==> config.mk <==
export PLATFORM = sky130hd
export DESIGN_NAME = btb_update_ctrl_flat
export DESIGN_NICKNAME = d
export VERILOG_FILES = /design/src/rtl/btb_update_ctrl_if.sv /design/src/rtl/btb_update_ctrl.sv /design/src/flat_wrapper.sv
export SDC_FILE = /design/constraint.sdc
export NUM_CORES = 1
export LEC_CHECK = 0
export ABC_AREA = 1
export BUFFER_PORTS_ARGS = -buffer_cell sky130_fd_sc_hd__buf_2
export CAP_MARGIN = 15
export CORE_MARGIN = 5
export CORE_UTILIZATION = 53
export DETAILED_ROUTE_END_ITERATION = 8
export PLACE_DENSITY_LB_ADDON = 0.15
export SLEW_MARGIN = 20
export SYNTH_ARGS = -nofsm -noshare
export SYNTH_HDL_FRONTEND = slang
export SYNTH_SLANG_ARGS = --single-unit
export TNS_END_PERCENT = 20
==> constraint.sdc <==
create_clock -name i_clk -period 3.6 [get_ports i_clk]
set_clock_uncertainty 0.15 [all_clocks]
set_input_delay 0.18 -clock i_clk [delete_from_list [all_inputs] [get_ports i_clk]]
set_output_delay 0.18 -clock i_clk [all_outputs]
set_load 0.01 [all_outputs]
==> src/rtl/btb_update_ctrl_if.sv <==
// Update/write-port bundle between the ID stage, the BTB update controller and the BTB array.
interface btb_update_ctrl_if #(
  parameter int unsigned IDX_W = 4
);
  logic             flush;
  logic             upd_valid;
  logic             upd_ready;
  logic             upd_hit;
  logic [IDX_W-1:0] upd_idx;
  logic [1:0]       upd_state;
  logic             upd_taken;
  logic [31:0]      upd_target;
  logic             port_busy;
  logic             wr_en;
  logic [IDX_W-1:0] wr_idx;
  logic [33:0]      wr_data;
  logic             wr_vld;
  logic [IDX_W-1:0] alloc_ptr;
  logic             busy;

  modport master (
    output flush, upd_valid, upd_hit, upd_idx, upd_state, upd_taken, upd_target, port_busy,
    input  upd_ready, wr_en, wr_idx, wr_data, wr_vld, alloc_ptr, busy
  );

  modport slave (
    input  flush, upd_valid, upd_hit, upd_idx, upd_state, upd_taken, upd_target, port_busy,
    output upd_ready, wr_en, wr_idx, wr_data, wr_vld, alloc_ptr, busy
  );
endinterface

==> src/rtl/btb_update_ctrl.sv <==
// BTB update controller: queues resolved-branch updates, drains them into the BTB
// write port, and runs a full invalidate sweep after reset or flush.
module btb_update_ctrl #(
  parameter int unsigned ENTRIES = 16,
  parameter int unsigned IDX_W   = 4,
  parameter int unsigned QDEPTH  = 4
) (
  input  logic               i_clk,
  input  logic               i_rst,
  btb_update_ctrl_if.slave   bus
);
  localparam int unsigned PTR_W = $clog2(QDEPTH);
  localparam int unsigned CNT_W = PTR_W + 1;
  localparam logic [IDX_W-1:0] LAST_IDX = IDX_W'(ENTRIES - 1);

  typedef enum logic {SWEEP = 1'b0, RUN = 1'b1} state_e;

  typedef struct packed {
    logic             vld;
    logic [1:0]       st;
    logic [IDX_W-1:0] idx;
    logic [31:0]      target;
  } q_entry_t;

  state_e           state_q, state_d;
  logic [IDX_W-1:0] sweep_idx_q;
  logic [IDX_W-1:0] alloc_q;
  logic [PTR_W-1:0] rd_ptr_q, wr_ptr_q;
  logic [CNT_W-1:0] count_q;
  q_entry_t         mem [QDEPTH];

  q_entry_t         head, new_entry;
  logic [1:0]       next_st;
  logic             full, empty, push, pop;
  logic             upd_ready, wr_en, wr_vld, busy;
  logic [IDX_W-1:0] wr_idx;
  logic [33:0]      wr_data;

  assign full  = (count_q == CNT_W'(QDEPTH));
  assign empty = (count_q == '0);
  assign head  = mem[rd_ptr_q];
  assign push  = bus.upd_valid && upd_ready;
  assign pop   = (state_q == RUN) && wr_en;

  // Saturating 2-bit counter, encoding 01 < 00 < 10 < 11 from strong-NT to strong-T
  always_comb begin
    next_st = 2'b00;
    if (!bus.upd_hit) begin
      next_st = {bus.upd_taken, 1'b0};
    end else begin
      unique case (bus.upd_state)
        2'b11: next_st = bus.upd_taken ? 2'b11 : 2'b10;
        2'b10: next_st = bus.upd_taken ? 2'b11 : 2'b00;
        2'b00: next_st = bus.upd_taken ? 2'b10 : 2'b01;
        2'b01: next_st = bus.upd_taken ? 2'b00 : 2'b01;
        default: next_st = 2'b00;
      endcase
    end
  end

  always_comb begin
    new_entry.vld    = 1'b1;
    new_entry.st     = next_st;
    new_entry.idx    = bus.upd_hit ? bus.upd_idx : alloc_q;
    new_entry.target = bus.upd_target;
  end

  always_ff @(posedge i_clk) begin
    if (i_rst) state_q <= SWEEP;
    else       state_q <= state_d;
  end

  always_comb begin
    state_d = state_q;
    unique case (state_q)
      SWEEP: if (!bus.flush && !bus.port_busy && sweep_idx_q == LAST_IDX) state_d = RUN;
      RUN:   if (bus.flush) state_d = SWEEP;
      default: state_d = SWEEP;
    endcase
  end

  // A flush in RUN suppresses the drain so no discarded entry reaches the array
  always_comb begin
    upd_ready = 1'b0;
    wr_en     = 1'b0;
    wr_idx    = '0;
    wr_data   = '0;
    wr_vld    = 1'b0;
    busy      = 1'b0;
    unique case (state_q)
      SWEEP: begin
        busy   = 1'b1;
        wr_en  = !bus.port_busy;
        wr_idx = sweep_idx_q;
      end
      RUN: begin
        upd_ready = !full;
        wr_en     = !empty && !bus.port_busy && !bus.flush;
        wr_idx    = head.idx;
        wr_data   = {head.st, head.target};
        wr_vld    = head.vld;
      end
      default: ;
    endcase
  end

  always_ff @(posedge i_clk) begin
    if (i_rst) begin
      sweep_idx_q <= '0;
      alloc_q     <= '0;
      rd_ptr_q    <= '0;
      wr_ptr_q    <= '0;
      count_q     <= '0;
    end else begin
      if (state_q == SWEEP) begin
        if (bus.flush) begin
          sweep_idx_q <= '0;
        end else if (wr_en) begin
          sweep_idx_q <= (sweep_idx_q == LAST_IDX) ? '0 : sweep_idx_q + IDX_W'(1);
          if (sweep_idx_q == LAST_IDX) alloc_q <= '0;
        end
      end else if (push && !bus.upd_hit) begin
        alloc_q <= (alloc_q == LAST_IDX) ? '0 : alloc_q + IDX_W'(1);
      end

      if (state_q == RUN && bus.flush) begin
        rd_ptr_q <= '0;
        wr_ptr_q <= '0;
        count_q  <= '0;
      end else begin
        if (push) wr_ptr_q <= wr_ptr_q + PTR_W'(1);
        if (pop)  rd_ptr_q <= rd_ptr_q + PTR_W'(1);
        if (push && !pop)      count_q <= count_q + CNT_W'(1);
        else if (pop && !push) count_q <= count_q - CNT_W'(1);
      end
    end
  end

  always_ff @(posedge i_clk) begin
    if (push) mem[wr_ptr_q] <= new_entry;
  end

  assign bus.upd_ready = upd_ready;
  assign bus.wr_en     = wr_en;
  assign bus.wr_idx    = wr_idx;
  assign bus.wr_data   = wr_data;
  assign bus.wr_vld    = wr_vld;
  assign bus.alloc_ptr = alloc_q;
  assign bus.busy      = busy;
endmodule

==> src/flat_wrapper.sv <==
// flat-port wrapper written by rule: the top's interface ports become plain ports
module btb_update_ctrl_flat 
#(
  parameter int unsigned ENTRIES = 16,
  parameter int unsigned IDX_W   = 4,
  parameter int unsigned QDEPTH  = 4
)
  (i_clk, i_rst, bus_flush, bus_upd_valid, bus_upd_hit, bus_upd_idx, bus_upd_state, bus_upd_taken, bus_upd_target, bus_port_busy, bus_upd_ready, bus_wr_en, bus_wr_idx, bus_wr_data, bus_wr_vld, bus_alloc_ptr, bus_busy);
  btb_update_ctrl_if #(.IDX_W(IDX_W)) bus_i ();
  input  logic i_clk;
  input  logic i_rst;
  input wire logic [$bits(bus_i.flush)-1:0] bus_flush;
  input wire logic [$bits(bus_i.upd_valid)-1:0] bus_upd_valid;
  input wire logic [$bits(bus_i.upd_hit)-1:0] bus_upd_hit;
  input wire logic [$bits(bus_i.upd_idx)-1:0] bus_upd_idx;
  input wire logic [$bits(bus_i.upd_state)-1:0] bus_upd_state;
  input wire logic [$bits(bus_i.upd_taken)-1:0] bus_upd_taken;
  input wire logic [$bits(bus_i.upd_target)-1:0] bus_upd_target;
  input wire logic [$bits(bus_i.port_busy)-1:0] bus_port_busy;
  output wire logic [$bits(bus_i.upd_ready)-1:0] bus_upd_ready;
  output wire logic [$bits(bus_i.wr_en)-1:0] bus_wr_en;
  output wire logic [$bits(bus_i.wr_idx)-1:0] bus_wr_idx;
  output wire logic [$bits(bus_i.wr_data)-1:0] bus_wr_data;
  output wire logic [$bits(bus_i.wr_vld)-1:0] bus_wr_vld;
  output wire logic [$bits(bus_i.alloc_ptr)-1:0] bus_alloc_ptr;
  output wire logic [$bits(bus_i.busy)-1:0] bus_busy;
  assign bus_i.flush = bus_flush;
  assign bus_i.upd_valid = bus_upd_valid;
  assign bus_i.upd_hit = bus_upd_hit;
  assign bus_i.upd_idx = bus_upd_idx;
  assign bus_i.upd_state = bus_upd_state;
  assign bus_i.upd_taken = bus_upd_taken;
  assign bus_i.upd_target = bus_upd_target;
  assign bus_i.port_busy = bus_port_busy;
  assign bus_upd_ready = bus_i.upd_ready;
  assign bus_wr_en = bus_i.wr_en;
  assign bus_wr_idx = bus_i.wr_idx;
  assign bus_wr_data = bus_i.wr_data;
  assign bus_wr_vld = bus_i.wr_vld;
  assign bus_alloc_ptr = bus_i.alloc_ptr;
  assign bus_busy = bus_i.busy;
  btb_update_ctrl #(.ENTRIES(ENTRIES), .IDX_W(IDX_W), .QDEPTH(QDEPTH)) u_core (.i_clk(i_clk), .i_rst(i_rst), .bus(bus_i));
endmodule
* After elaboration in Yosys (flattened, before gate mapping)
Memory sizes are Yosys's and may differ from the RTL's. A register that Yosys moved wholly into a read port is not among the register bits.
Index checks and enable logic that the tools add are counted.
** Word-level totals
- Flip-flop bits (word level) :: 16
- Memory bits (writable) :: 152
- Word-level logic and storage cells :: 79
- Memories :: 1
** Memory list
- u_core.mem :: words 4, bits a word 38, rd ports 1, clocked after memory_dff 1, wr ports 1, RTL line btb_update_ctrl.sv:30 : q_entry_t mem [QDEPTH];
** Operators by class
- $add $sub $neg :: 6
- Equality and inequality tests :: 8
- Mux-type cells :: 31
- Bitwise operators :: 1
- Reduce and logical (&&, ||, !) cells :: 26
** Operators by type and width (number)
- $mux 4 :: 10
- $mux 34 :: 1
- $logic_and 1x1->1 :: 10
- $mux 2 :: 5
- $mux 1 :: 9
- $add 4x1->4 const B :: 2
- $eq 4x4->1 const B :: 2
- $pmux 2 s4 :: 1
- $pmux 4 s2 :: 1
- $reduce_bool 2->1 :: 4
- $logic_not 1->1 :: 7
- $mux 3 :: 2
- $add 2x1->2 const B :: 2
- $eq 2x2->1 const B :: 2
- $pmux 1 s2 :: 2
- $reduce_and 4->1 :: 1
- $add 3x1->3 const B :: 1
- $eq 3x3->1 const B :: 1
- $logic_not 3->1 :: 1
- $sub 3x1->3 const B :: 1
- $eq 2x1->1 const B :: 1
- $logic_not 2->1 :: 1
- $ne 2x1->1 const B :: 1
- $ne 2x2->1 const B :: 1
- other kinds (3) :: 3

* Longest topological paths before layout
Gate-level depths: netlist of run 1.
- Depth in word-level cells :: 9
- Gate-level depth with buffers :: 11
- Depth with buffers taken out :: 11

* Worst setup path before layout of run 1
OpenSTA, ideal clock, no wires.
- Path type :: reg2reg
- From :: register u_core.state_q
- To :: memory u_core.mem[0][0] (netlist bit) (enable)
- Library setup time :: 0.433 ns
- Arrival :: 2.528 ns
- Data required time :: 3.017 ns
- Setup slack :: 0.489 ns
- Cell stages (with the launch flop) :: 5
- Path buffers :: 0
- Period minus slack after synthesis :: 3.111 ns
- Cells stage by stage :: dfxtp_1 inv_2 a21oi_2 nand2_1 nor2_1
** On the way
- Longest elaborated chain between the ends :: 4
** RTL lines
- start, declared :: RTL line btb_update_ctrl.sv:25 : state_e state_q, state_d;
- start signal, assigned :: RTL line btb_update_ctrl.sv:70 : else state_q <= state_d;
- $mux 1 :: RTL line btb_update_ctrl.sv:90 : unique case (state_q)
- named net bus_upd_ready :: RTL line flat_wrapper.sv:20 : output wire logic [$bits(bus_i.upd_ready)-1:0] bus_upd_ready;
- $logic_and 1x1->1 :: RTL line btb_update_ctrl.sv:42 : assign push = bus.upd_valid && upd_ready;
- $mux 1 :: RTL line btb_update_ctrl.sv:140 : if (push) mem[wr_ptr_q] <= new_entry;
- $mux 1 (implied by the code) :: RTL line btb_update_ctrl.sv:140
- end, declared :: RTL line btb_update_ctrl.sv:30
The timed path passes the listed nets, and every way through them passes these cells.

* Worst setup path after layout of run 1
- From :: register u_core.state_q
- To :: register u_core.count_q[2]
** RTL lines
- $mux 1 * :: RTL line btb_update_ctrl.sv:90
- $logic_and 1x1->1 * :: RTL line btb_update_ctrl.sv:42
- named net u_core.push :: RTL line btb_update_ctrl.sv:34 : logic full, empty, push, pop;
- $logic_not 1->1 :: RTL line btb_update_ctrl.sv:134 : else if (pop && !push) count_q <= count_q - CNT_W'(1);
- $logic_and 1x1->1 :: RTL line btb_update_ctrl.sv:134
- $reduce_bool 2->1 (no line)
- end signal, assigned :: RTL line btb_update_ctrl.sv:133 : if (push && !pop) count_q <= count_q + CNT_W'(1);
- end signal, assigned :: RTL line btb_update_ctrl.sv:134
- end, declared :: RTL line btb_update_ctrl.sv:29 : logic [CNT_W-1:0] count_q;
The timed path passes the listed nets; every way through them passes the cells marked *.
A chain may end at the register's enable or synchronous reset.

==> results of run 1 <==
==> critical path: cells and delay by family (launching register included) <==
| kind | cells | cell delay (ns) |
|---|---|---|
| compound gates | 5 | 0.67 |
| fa+ha+maj | 2 | 0.54 |
| buf+inv | 3 | 0.29 |
| flops | 1 | 0.68 |
| simple gates | 1 | 0.31 |
==> cell families (layout without fill, tap and decap cells) <==
family / count (synthesis) / after routing / share of synthesized area, %
adder cells (fa/ha/maj): 8 / 8 / 1.57
AO/OA/AOI/OAI: 142 / 142 / 10.5
buffers and inverters: 56 / 193 / 3.61
XOR/XNOR: 2 / 2 / 0.255
multiplexers: 1 / 1 / 0.146
AND/OR/NAND/NOR: 218 / 218 / 12.2
flip-flops: 170 / 170 / 71.7
==> registers in the layout, indices dropped and copies added, names as in the netlist, named ones only <==
signal and cells:
u_core.mem 152, u_core.bus.alloc_ptr 4, u_core.wr_ptr_q 2, u_core.sweep_idx_q 4, u_core.state_q 1, u_core.rd_ptr_q 2
u_core.count_q 3
==> worst max path at each step <==
stage / start / end / slack [ns] / cells past startpoint
2_1_floorplan: u_core.state_q / u_core.mem[0][0] / 0.49 / 4
3_3_place_gp: u_core.state_q / u_core.count_q[2] / 1.08 / 11
3_5_place_dp: u_core.state_q / u_core.count_q[2] / 0.93 / 11
4_1_cts: u_core.state_q / u_core.count_q[2] / 0.90 / 11
5_1_grt: u_core.state_q / u_core.count_q[2] / 0.66 / 11
6_report: u_core.state_q / u_core.count_q[2] / 0.86 / 11
==> metal layers <==
| layer | share of wire [%] | wire (um) | global-route usage (%) | vias to the layer above |
|---|---|---|---|---|
| met1 | 44 | 6500 | 26.7 | 2239 |
| li1 | - | - | - | 2328 |
| met2 | 49 | 7380 | 33.6 | 153 |
| met3 | 5.7 | 851 | 4.59 | 18 |
| met4 | 1.2 | 174 | 7.47 | 0 |
| met5 | 0 | 0 | 0 | - |
==> stage by stage <==
stage / setup WS (ns) / instance area [sq um] / instances / hold slack, ns
2_1_floorplan: 0.489 / 6870 / 597 / 0.129
3_3_place_gp: 1.08 / 7520 / 837 / 0.244
3_5_place_dp: 0.931 / 7520 / 837 / 0.248
4_1_cts: 0.897 / 8430 / 906 / 0.00176
5_1_grt: 0.657 / 8430 / 906 / 0.0376
6_report: 0.857 / 8430 / 906 / -0.00716
==> cell usage in the layout (no fill, tap or decap), types with 2 or more instances in the layout <==
| cell | instances |
|---|---|
| buf_12 | 3 |
| nand3_1 | 8 |
| a21oi_1 | 51 |
| clkinv_1 | 5 |
| ha_1 | 7 |
| nor3_1 | 2 |
| clkbuf_1 | 4 |
| bufinv_16 | 2 |
| inv_2 | 2 |
| dlygate4sd3_1 | 37 |
| dfxtp_2 | 2 |
| o21ai_0 | 85 |
| nand2_1 | 36 |
| a21oi_2 | 2 |
| inv_1 | 23 |
| clkinvlp_4 | 2 |
| a31oi_1 | 3 |
| buf_4 | 6 |
| buf_2 | 90 |
| edfxtp_1 | 152 |
| dfxtp_1 | 16 |
| nor2_4 | 4 |
| xor2_1 | 2 |
| clkinv_2 | 2 |
| nor2_1 | 165 |
| clkbuf_16 | 17 |
==> cell type report <==
cell class                      instances  area, sq um
Multi-Input combinational cell        371         1730
Sequential cell                       170         4930
Inverter                               25         93.8
Clock buffer                           21          440
Fill cell                             944         4240
Clock inverter                         11          104
Timing Repair Buffer                  136          926
Tap cell                              172          215
==> power by group through the flow <==
stage / logic (uW) / registers, uW / clock network (uW)
after floorplan: 18.0 / 2190 / 0
after global placement: 62.7 / 2190 / 0
after detailed placement: 66.3 / 2190 / 0
after CTS: 97.9 / 2150 / 1710
after global routing: 108 / 2150 / 1810
final: 98.8 / 2150 / 1690
==> flow_summary.toml, run 1 <==
[run_status]
outcome = "finished with violations"
violations = "hold timing"

[yosys]
yosysTopAreaCell = "edfxtp_1"
synth_nets = 650
synthMostInstantiatedCell = "nor2_1"
ys.flop_type = "edfxtp_1"
synth_edf_count = 152
syn_avg_cell_area_sq_um = 11.5
synthesis.area_sq_um = 6870
yosys.area.top_type_share_pct = 66.4
synth_area_leaders = "edfxtp_1, nor2_1, o21ai_0"
synth_common_cells = "nor2_1, edfxtp_1, o21ai_0"
ys_types = 25
synthArstFlopShare_pct = 0
ys_ff_latch = 170
netlist_instances = 597
ys_seq_area_share_pct = 71.7
yosys_warnings = 0

[sta]
fmax_mhz = 365
finalCriticalPeriod_ns = 2.74
slew-limit-headroom_pct = 46.5
finalCritPeriodShare_pct = 76.2
hold_slack_ns = -0.00716
tns_ns = 0
rsz0062_at_grt = "false"
hold_viol_final = 4
slew_violations = 0
tightest_slew_ns = 0.803
setup_viol = 0

[critical_path]
r2r-start = "u_core.state_q"
critPathMaxFanout = 16
required_ns = 3.75
cp_slowest_cell = "dfxtp_1"
worstPathArrival_ns = 2.89
worst_setup_path_start_kind = "register"
r2r_cells = 11
rrSetupSlack_ns = 0.86
end_kind = "register"
reg2reg_to = "u_core.count_q[2]"
critPathMaxStageDelay_ns = 0.68
crit_type = "register to register"
path_cells = "inv_2 -> a21oi_2 -> nand2_1 -> inv_1 -> ha_1 -> inv_1 -> fa_1 -> o21ai_0 -> a21oi_1 -> o21ai_0 -> a21oi_1"

[routing]
drc = 0
num_vias = 4738
drtIter0Drc = 450
wirelength_mm = 14.9
ant_nets = 0
drtPass1Iterations = 5
viasPerCell = 5.23
wire_per_inst_um = 16.5

[worst_hold_path]
worstHoldStart = "bus_upd_idx[3]"
min_path_cells = 3
hp-class = "input pin to register"
holdPathEnd = "u_core.mem[3][35]"

[pwr]
pwr-share-seq_pct = 54.5
combPwrFrac_pct = 2.5
peakVddDrop_v = 0.000279
switching_share_pct = 18.7
clkPwrFrac_pct = 43.0
leakage_uw = 0.00318
total_power_uw = 3940
p_sw_uw = 737
p_int_uw = 3200
p_per_area_nw_per_um2 = 467

[place]
port_buffers = 90
dp_hpwl_mm = 8.61
gp_congestion = 0.795

[clock_tree]
ctsHoldBuffers = 37
clk_pin_slew_worst_paths_ns = 0.06
htreeDepth = 4
cts_setup_buffers = 0
cts_buffers = 17
cts-resized-gates = 0
cts_tree = "done"
root_buffer = "clkbuf_16"
clock_sinks = 170
clk_latency_ns = 0.42
clockBufferDepth = 2

[grt]
grt_pass1_vias = 4574
grt_start_max_net_pins = 77
antenna_found_initial = 0
grt_pass1_wl_mm = 23.4
grt.total_usage_pct = 20.4
overflow = 0

[finish]
drive_gt1_share_pct = 18.1
antennaDiodeCount = 0
fin_util_pct = 66.6
area_delta_synth_final_pct = 22.8
nets = 774

[floorplanning]
initial_core_util_pct = 54.2
die_y_um = 124
ios = 91
coreArea_sq_um = 12700
rows = 41
die_x_um = 124
dieArea_sq_um = 15300

[run]
drv_cap = 0
No activity file was read; power rests on OpenSTA's default activity.
==> inputs of run 2 (changes only) <==
- clock period: 3.6 -> 2.65 ns (I/O delays scaled with it)
==> flow_summary.toml, run 2 (same netlist as run 1, synthesis figures left out) <==
[run_status]
outcome = "finished, final reports clean"

[routing]
wirelength_mm = 14.9
drc = 0
viasPerCell = 5.12
ant_nets = 0
wire_per_inst_um = 16.2
wl_met1_mm = 6.34
wl_met2_mm = 7.63
drtPass1Iterations = 5
num_vias = 4693
wl_met3_um = 746
top_layer = "met4"
drtIter0Drc = 383

[finish]
fin_util_pct = 67.7
ff_latch_area_sq_um = 4930
largest_reg_flops = 152
area_delta_synth_final_pct = 24.9
max_flop_register = "u_core.mem"
drive_gt1_share_pct = 19.4
nets = 784
final_cell_mix = "nor2_1, edfxtp_1, buf_2"
antennaDiodeCount = 0
multi_input_area_sq_um = 1730
fillers = 946
final_common_cell = "nor2_1"
stdcell_count = 916

[place]
place_inst = 844
port_buffers = 90
gp_congestion = 0.812
dp_hpwl_mm = 9.05

[pwr]
combPwrFrac_pct = 2.5
switching_share_pct = 18.4
p_per_area_nw_per_um2 = 651
peakVddDrop_v = 0.000491
p_int_uw = 4560
p_sw_uw = 1030
leakage_uw = 0.00326
clkPwrFrac_pct = 45.3
pwr-share-seq_pct = 52.2

[clock_tree]
clockBufferDepth = 2
cts_buffers = 17
htreeDepth = 4
clock_sinks = 170
cts-resized-gates = 0
clk_latency_ns = 0.42
root_buffer = "clkbuf_16"
cts_setup_buffers = 0
clk_pin_slew_worst_paths_ns = 0.06
cts_tree = "done"

[critical_path]
path_cells = "nor2_1 -> a21oi_1 -> nand3_1 -> ha_1 -> inv_1 -> fa_1 -> o21ai_0 -> a21oi_1 -> o21ai_0 -> a21oi_1"
reg2reg_to = "u_core.count_q[2]"
critPathMaxFanout = 4
crit_top_cell = "a21oi_1"
cp_slowest_cell = "fa_1"
crit_type = "register to register"
r2r-start = "u_core.count_q[0]"
critPathMaxStageDelay_ns = 0.38
end_kind = "register"
rrSetupSlack_ns = 0.47
crit_buf_inv = 1
required_ns = 2.81
worstPathArrival_ns = 2.34
worst_setup_path_start_kind = "register"
crit_family = "adder cells"
r2r_cells = 10

[grt]
antenna_found_initial = 0
grt.total_usage_pct = 20.5
overflow = 0
grt_start_max_net_pins = 59
grt_pass1_vias = 4744
grt_pass1_wl_mm = 23.8

[worst_hold_path]
worstHoldStart = "bus_upd_hit"
holdPathEnd = "u_core.mem[0][34]"
hp-class = "input pin to register"
min_path_cells = 3

[sta]
finalCritPeriodShare_pct = 82.4
tightest_slew_ns = 0.545
hold_viol_final = 0
rsz0062_at_grt = "false"
slew-limit-headroom_pct = 63.7
setup_viol = 0
fmax_mhz = 458
finalCriticalPeriod_ns = 2.18
slew_violations = 0

[floorplanning]
coreArea_sq_um = 12700
die_x_um = 124
rows = 41
ios = 91
initial_core_util_pct = 54.2
dieArea_sq_um = 15300
die_y_um = 124

[run]
drv_cap = 0
-- run 2: changes by cell type in the layout (fill, tap and decap cells not counted) --
cell,change
inv_6,+1
buf_4,+7
clkbuf_1,-1
clkinv_2,-1
dlygate4sd3_1,+3
bufinv_16,+2
clkinvlp_4,+1
clkinv_4,+1
clkinv_1,-3
-- run 2: how the worst max path moves through the flow --
stage,startpoint,end,slack (ns),depth (start not counted)
global route,u_core.count_q[0],u_core.count_q[2],0.31,10
CTS,u_core.count_q[0],u_core.count_q[2],0.48,10
global placement,u_core.count_q[0],u_core.count_q[2],0.55,10
detailed placement,u_core.count_q[0],u_core.count_q[2],0.49,10
floorplan,u_core.state_q,u_core.mem[0][0],-0.46,4
finish,u_core.count_q[0],u_core.count_q[2],0.47,10
-- run 2: layout make-up --
| cell class | count | area share, % |
|---|---|---|
| multi-input cells | 371 | 20.1 |
| well taps | 172 | 2.51 |
| flip-flops and latches | 170 | 57.4 |
| repair buffers | 146 | 11.8 |
| inverters | 25 | 1.09 |
| clock inverters | 12 | 2.01 |
| clock buffers | 20 | 5.09 |
-- run 2: power by group through the flow --
stage	clock (uW)	sequential [uW]	combinational, uW
final	2530	2920	137
after global routing	2690	2920	151
after CTS	2570	2920	137
after detailed placement	0	2980	92.0
after global placement	0	2980	86.8
after floorplan	0	2980	24.5
-- run 2: tightest hold or removal path, delay by kind of cell --
family	cells	cell delay [ns]
buffers and inverters	1	0.14
and+or+nand+nor	2	0.18
-- run 2: routing by layer --
layer	up-vias	track usage (%)
met5	-	0
met1	2228	26.1
li1	2347	-
met2	108	34.8
met4	0	7.96
met3	10	4.09
-- run 2: per-stage QoR --
step                power, uW  setup WS, ns  hold WS (ns)  cell area [sq um]  setup TNS (ns)
floorplan                3000        -0.461        0.0814               6870          -70.07
detailed placement       3070         0.486         0.205               7570               0
CTS                      5630         0.475       0.00164               8580               0
finish                   5590         0.466        0.0151               8580               0
global route             5760         0.314        0.0302               8580               0
global placement         3060         0.552         0.197               7570               0
-- run 2: timing repair --
item,CTS,global route
setup endpoints to repair,0,0
hold endpoints to repair,157,0
hold buffers,40,0
